<file path="config.mk">
export PLATFORM = sky130hd
export DESIGN_NAME = step_ctrl_debounce
export DESIGN_NICKNAME = d
export VERILOG_FILES = /design/src/rtl/step_ctrl_debounce.sv
export SDC_FILE = /design/constraint.sdc
export NUM_CORES = 1
export LEC_CHECK = 0
export CAP_MARGIN = 20
export CORE_UTILIZATION = 67
export CTS_BUF_LIST = sky130_fd_sc_hd__clkbuf_8 sky130_fd_sc_hd__clkbuf_16
export DETAILED_ROUTE_END_ITERATION = 10
export GPL_ROUTABILITY_DRIVEN = 0
export PLACE_DENSITY = 0.85
export SETUP_SLACK_MARGIN = 0.2
export SYNTH_ARGS = -nofsm -noshare
export SYNTH_HDL_FRONTEND = slang
export SYNTH_SLANG_ARGS = --single-unit
</file>
<file path="constraint.sdc">
create_clock -name clk_i -period 5.27 [get_ports clk_i]
set_input_delay 1.054 -clock clk_i [delete_from_list [all_inputs] [get_ports clk_i]]
set_output_delay 1.054 -clock clk_i [all_outputs]
set_load 0.005 [all_outputs]
</file>
<file path="src/rtl/step_ctrl_debounce.sv">
// step_ctrl_debounce
//   Conditions the two raw step push-buttons for blink_led. Each button is
//   normalised to pressed=1, passed through a 2-flop synchronizer and a
//   stable-count debouncer. A small FSM turns debounced presses into
//   single-cycle step pulses, auto-repeats while a single button is held,
//   and locks out conflicting presses of both buttons.
//
// Ports
//   clk_i      : system clock
//   arstn_i    : asynchronous active-low reset
//   btn_up_i   : raw up button, asynchronous to clk_i
//   btn_dwn_i  : raw down button, asynchronous to clk_i
//   freq_up_o  : registered one-cycle step-up pulse
//   freq_dwn_o : registered one-cycle step-down pulse
//   hold_o     : registered, high while a single-button hold is tracked
module step_ctrl_debounce #(
  parameter int unsigned DEBOUNCE_CYC   = 500000,
  parameter int unsigned REPEAT_DLY_CYC = 25000000,
  parameter int unsigned REPEAT_PER_CYC = 5000000,
  parameter bit          REPEAT_EN      = 1'b1,
  parameter bit          BTN_ACTIVE_LOW = 1'b1
) (
  input  logic clk_i,
  input  logic arstn_i,
  input  logic btn_up_i,
  input  logic btn_dwn_i,
  output logic freq_up_o,
  output logic freq_dwn_o,
  output logic hold_o
);

  localparam int unsigned CNT_W   = $clog2(DEBOUNCE_CYC + 1);
  localparam int unsigned REP_MAX = (REPEAT_DLY_CYC > REPEAT_PER_CYC) ?
                                    REPEAT_DLY_CYC : REPEAT_PER_CYC;
  localparam int unsigned TMR_W   = $clog2(REP_MAX + 1);

  localparam logic [CNT_W-1:0] CNT_LAST = CNT_W'(DEBOUNCE_CYC - 1);
  localparam logic [TMR_W-1:0] DLY_LOAD = TMR_W'(REPEAT_DLY_CYC - 1);
  localparam logic [TMR_W-1:0] PER_LOAD = TMR_W'(REPEAT_PER_CYC - 1);

  typedef enum logic [1:0] {
    IDLE,
    HOLD_DLY,
    HOLD_RPT,
    LOCKOUT
  } state_t;

  // Bit 0 = up, bit 1 = down throughout.
  logic [1:0]       raw;
  logic [1:0]       sync1;
  logic [1:0]       sync2;
  logic [1:0]       deb;
  logic [1:0]       deb_q;
  logic [1:0]       press;
  logic [CNT_W-1:0] cnt [2];

  state_t           state;
  state_t           state_nxt;
  logic             dir;
  logic             dir_nxt;
  logic [TMR_W-1:0] timer;
  logic [TMR_W-1:0] timer_nxt;
  logic             fire;
  logic             up_nxt;
  logic             dwn_nxt;
  logic             hold_nxt;
  logic             active;
  logic             other;

  assign raw    = {btn_dwn_i, btn_up_i} ^ {2{BTN_ACTIVE_LOW}};
  assign press  = deb & ~deb_q;
  assign active = deb[dir];
  assign other  = deb[!dir];

  // Synchronizer and debouncer. The counter only runs while the synced
  // level disagrees with the accepted level; any agreement restarts it, so
  // DEBOUNCE_CYC consecutive disagreeing cycles are needed to flip deb.
  always_ff @(posedge clk_i or negedge arstn_i) begin
    if (!arstn_i) begin
      sync1 <= '0;
      sync2 <= '0;
      deb   <= '0;
      deb_q <= '0;
      for (int unsigned i = 0; i < 2; i++) begin
        cnt[i] <= '0;
      end
    end else begin
      sync1 <= raw;
      sync2 <= sync1;
      deb_q <= deb;
      for (int unsigned i = 0; i < 2; i++) begin
        if (sync2[i] == deb[i]) begin
          cnt[i] <= '0;
        end else if (cnt[i] == CNT_LAST) begin
          deb[i] <= sync2[i];
          cnt[i] <= '0;
        end else begin
          cnt[i] <= cnt[i] + CNT_W'(1);
        end
      end
    end
  end

  // State register; step pulses and hold_o are registered here as well.
  always_ff @(posedge clk_i or negedge arstn_i) begin
    if (!arstn_i) begin
      state      <= IDLE;
      dir        <= 1'b0;
      timer      <= '0;
      freq_up_o  <= 1'b0;
      freq_dwn_o <= 1'b0;
      hold_o     <= 1'b0;
    end else begin
      state      <= state_nxt;
      dir        <= dir_nxt;
      timer      <= timer_nxt;
      freq_up_o  <= up_nxt;
      freq_dwn_o <= dwn_nxt;
      hold_o     <= hold_nxt;
    end
  end

  // Next-state logic. fire marks the transitions that produce a step pulse.
  always_comb begin
    state_nxt = state;
    dir_nxt   = dir;
    timer_nxt = timer;
    fire      = 1'b0;
    unique case (state)
      IDLE: begin
        if (press[0] && press[1]) begin
          state_nxt = LOCKOUT;
        end else if (press[0] || press[1]) begin
          fire      = 1'b1;
          dir_nxt   = press[1];
          timer_nxt = DLY_LOAD;
          state_nxt = HOLD_DLY;
        end
      end
      HOLD_DLY, HOLD_RPT: begin
        if (other) begin
          state_nxt = LOCKOUT;
        end else if (!active) begin
          state_nxt = IDLE;
        end else if (timer == '0) begin
          // Without auto-repeat the timer parks at zero until release.
          if (REPEAT_EN) begin
            fire      = 1'b1;
            timer_nxt = PER_LOAD;
            state_nxt = HOLD_RPT;
          end
        end else begin
          timer_nxt = timer - TMR_W'(1);
        end
      end
      LOCKOUT: begin
        if (deb == '0) begin
          state_nxt = IDLE;
        end
      end
      default: state_nxt = IDLE;
    endcase
  end

  // Output decode, registered by the state register process.
  always_comb begin
    up_nxt   = fire && !dir_nxt;
    dwn_nxt  = fire && dir_nxt;
    hold_nxt = (state_nxt == HOLD_DLY) || (state_nxt == HOLD_RPT);
  end

endmodule

</file>
==> metrics <==
clk root buf clkbuf_8; commonest non-fill, non-tap cell in the layout dfrtp_1; minimum clock period 2.85 ns; pre-CTS setup slack 2.48 ns; # hold bufs at CTS 0; unrepaired setup endpoints after global routing false; synthesized area per cell 9.42 µm²; VDD IR max 0.252 mV; yosys warns 0; H-tree depth 3; FP Rows 27; Primary FF master, synth dfrtp_1; fmax 351 MHz; cells after synthesis 425; 1st-iter DRT viols 224; Final nets about 440; IO Port Bufs 6; clk sinks 77; FF-to-FF Start state[1]$_DFF_PN0_; Synth cell types 55; FF-to-FF setup slack 2.42 ns; Placeable Area 0.00564 mm²; TritonCTS clock tree built; type of the tightest min-delay check reg -> reg; most frequent cells in the layout dfrtp_1, nor2_1, nand2_1; number of I/O pins 7; first-pass GRT wire length 13900 µm; # setup viols final 0; worst clock skew 0.00531 ns; CP peak stage delay 0.74 ns; Hold Fails Final Rpt 0; proportion of layout cells with a drive suffix above 1 0.0762; Diodes inserted 0; synthesized net count 436; Die Wd between 70 and 80 µm; final WL 8090 µm; status finished clean; Reg area roughly 0.0019 mm²; Pre-Repair DR Iteration Count 5; synth-to-layout area growth 7.81%; ys async rst share 1.00; CP max-delay cell a31oi_1; max-cap viol count 0; Reg2Reg Depth 7; Initial Utilization 0.710; CP endpoint timer[11]$_DFFE_PN0P_; # DRC 0; Worst Setup SP state[1]$_DFF_PN0_; register area share after synthesis 0.481; kind of critical path reg -> reg; Synth Register Bits 77; CP delay by family, top compound AO/OA/AOI/OAI gates; Final WS setup 2.42 ns; CP Data Required Time 5.51 ns; WP depth 7; Tightest Pin Transition 0.990 ns; total track usage 0.289; via count 3143; clk_lat worst skew 0.36 ns; Critical Path, Cell by Cell inv_1 -> ha_1 -> nand4bb_1 -> a21bo_2 -> a31oi_1 -> and3_1 -> a21oi_1; total gr overflow 0; Slew Viols, Final 0; cts bufs inserted 9; Via density 6.22; Filler cells about 370; CTS-repair resized insts 0; post-route setup TNS 0 ns; detailed placement HPWL 5200 µm; Setup Fix Bufs, Post-CTS 0; Critical Path Sink Type flip-flop; Multi-input gate area just under 0.002 mm²; FF-to-FF End timer[11]$_DFFE_PN0P_; crit share post-route 0.541; clk slew on worst S/H paths 0.08 ns; Die Height 79.3 µm; Synth Cell Area 0.00401 mm²; LEAKAGE around 2 nW; Rel. slew slack 0.337; initial antenna violation count 0; number of flops mapped to enable cells by yosys 0; Crit path buffers/inverters 1; die area ~0.0063 mm²; PD cells 262 mW/mm²; wire per inst 16.0 µm; CTS Buffer Depth 2; pin count of the biggest net entering global routing 78; Startpoint Class flip-flop; remaining antenna violation count 0; CP arrival 3.09 ns; number of global-route vias before repair 3037; critical path peak fanout 17
## cells by family (layout without fill, tap and decap cells)
family,count (synthesis),count (layout),synth area share
buffers and inverters,37,45,0.0362
adder cells (fa/ha/maj),7,7,0.0219
multiplexers,6,6,0.0166
XOR/XNOR,37,37,0.0809
flip-flops,77,77,0.481
AO/OA/AOI/OAI,72,72,0.122
AND/OR/NAND/NOR,189,189,0.241
## per-layer routing
metal,track usage,wire length (µm),vias to the layer above
met5,0,0,-
met4,0.113,163,0
met3,0.0770,411,18
met2,0.462,3900,101
met1,0.375,3610,1529
li1,-,-,1495
## metrics by stage
step	total power, mW	std cells	cell area (µm²)	hold slack, ns	utilization
CTS	1.14	505	4320	0.374	0.765
floorplan	0.622	425	4010	0.331	-
global route	1.17	505	4320	0.373	0.765
detailed placement	0.639	489	4090	0.345	0.726
finish	1.13	505	4320	0.363	0.765
global placement	0.637	489	4090	0.333	0.726
## power breakdown
| group | switching (mW) | internal, mW |
|---|---|---|
| clock | 0.226 | 0.279 |
| combinational | 0.0198 | 0.00656 |
| sequential | 0.00508 | 0.595 |
## sequential cells by signal, indices dropped and copies added, names as in the netlist
name	count
sync2	2
deb	2
state	2
sync1	2
freq_dwn_o	1
dir	1
hold_o	1
freq_up_o	1
deb_q	2
timer	25
cnt	38
## synthesized netlist by cell type, types with 4 or more instances
| library cell | number | share of area |
|---|---|---|
| nand3_1 | 19 | 0.024 |
| nand4_1 | 9 | 0.014 |
| ha_1 | 7 | 0.022 |
| nor3_1 | 14 | 0.017 |
| nor4_1 | 11 | 0.017 |
| nand2b_1 | 5 | 0.0078 |
| xnor2_1 | 21 | 0.046 |
| nor2b_1 | 4 | 0.0062 |
| a31oi_1 | 6 | 0.0094 |
| o21ai_0 | 17 | 0.021 |
| nand2_1 | 25 | 0.023 |
| mux2_2 | 5 | 0.014 |
| nor2_1 | 63 | 0.059 |
| clkbuf_1 | 10 | 0.0094 |
| dfrtp_1 | 77 | 0.48 |
| o31ai_1 | 5 | 0.0094 |
| or3_1 | 7 | 0.011 |
| inv_1 | 23 | 0.022 |
| and3_1 | 10 | 0.016 |
| and2_1 | 4 | 0.0062 |
| a21o_1 | 4 | 0.0075 |
| a21oi_1 | 15 | 0.019 |
| xor2_1 | 16 | 0.035 |
## worst min-delay path by stage
stage / from / endpoint / cells after the start
2_1_floorplan: sync1[0]$_DFF_PN0_ / sync2[0]$_DFF_PN0_ / 0
3_3_place_gp: sync1[0]$_DFF_PN0_ / sync2[0]$_DFF_PN0_ / 0
3_5_place_dp: sync1[1]$_DFF_PN0_ / sync2[1]$_DFF_PN0_ / 0
4_1_cts: sync1[0]$_DFF_PN0_ / sync2[0]$_DFF_PN0_ / 0
5_1_grt: sync1[1]$_DFF_PN0_ / sync2[1]$_DFF_PN0_ / 0
6_report: sync1[1]$_DFF_PN0_ / sync2[1]$_DFF_PN0_ / 0
## final cells by class
type / count / area share
clock buffer: 10 / 0.0319
clock inverter: 6 / 0.0200
inverter: 23 / 0.0200
multi-input combinational: 311 / 0.448
sequential: 77 / 0.446
tap: 72 / 0.0209
timing repair buffer: 6 / 0.0133
Note: power is estimated with default switching activity, not from simulation.
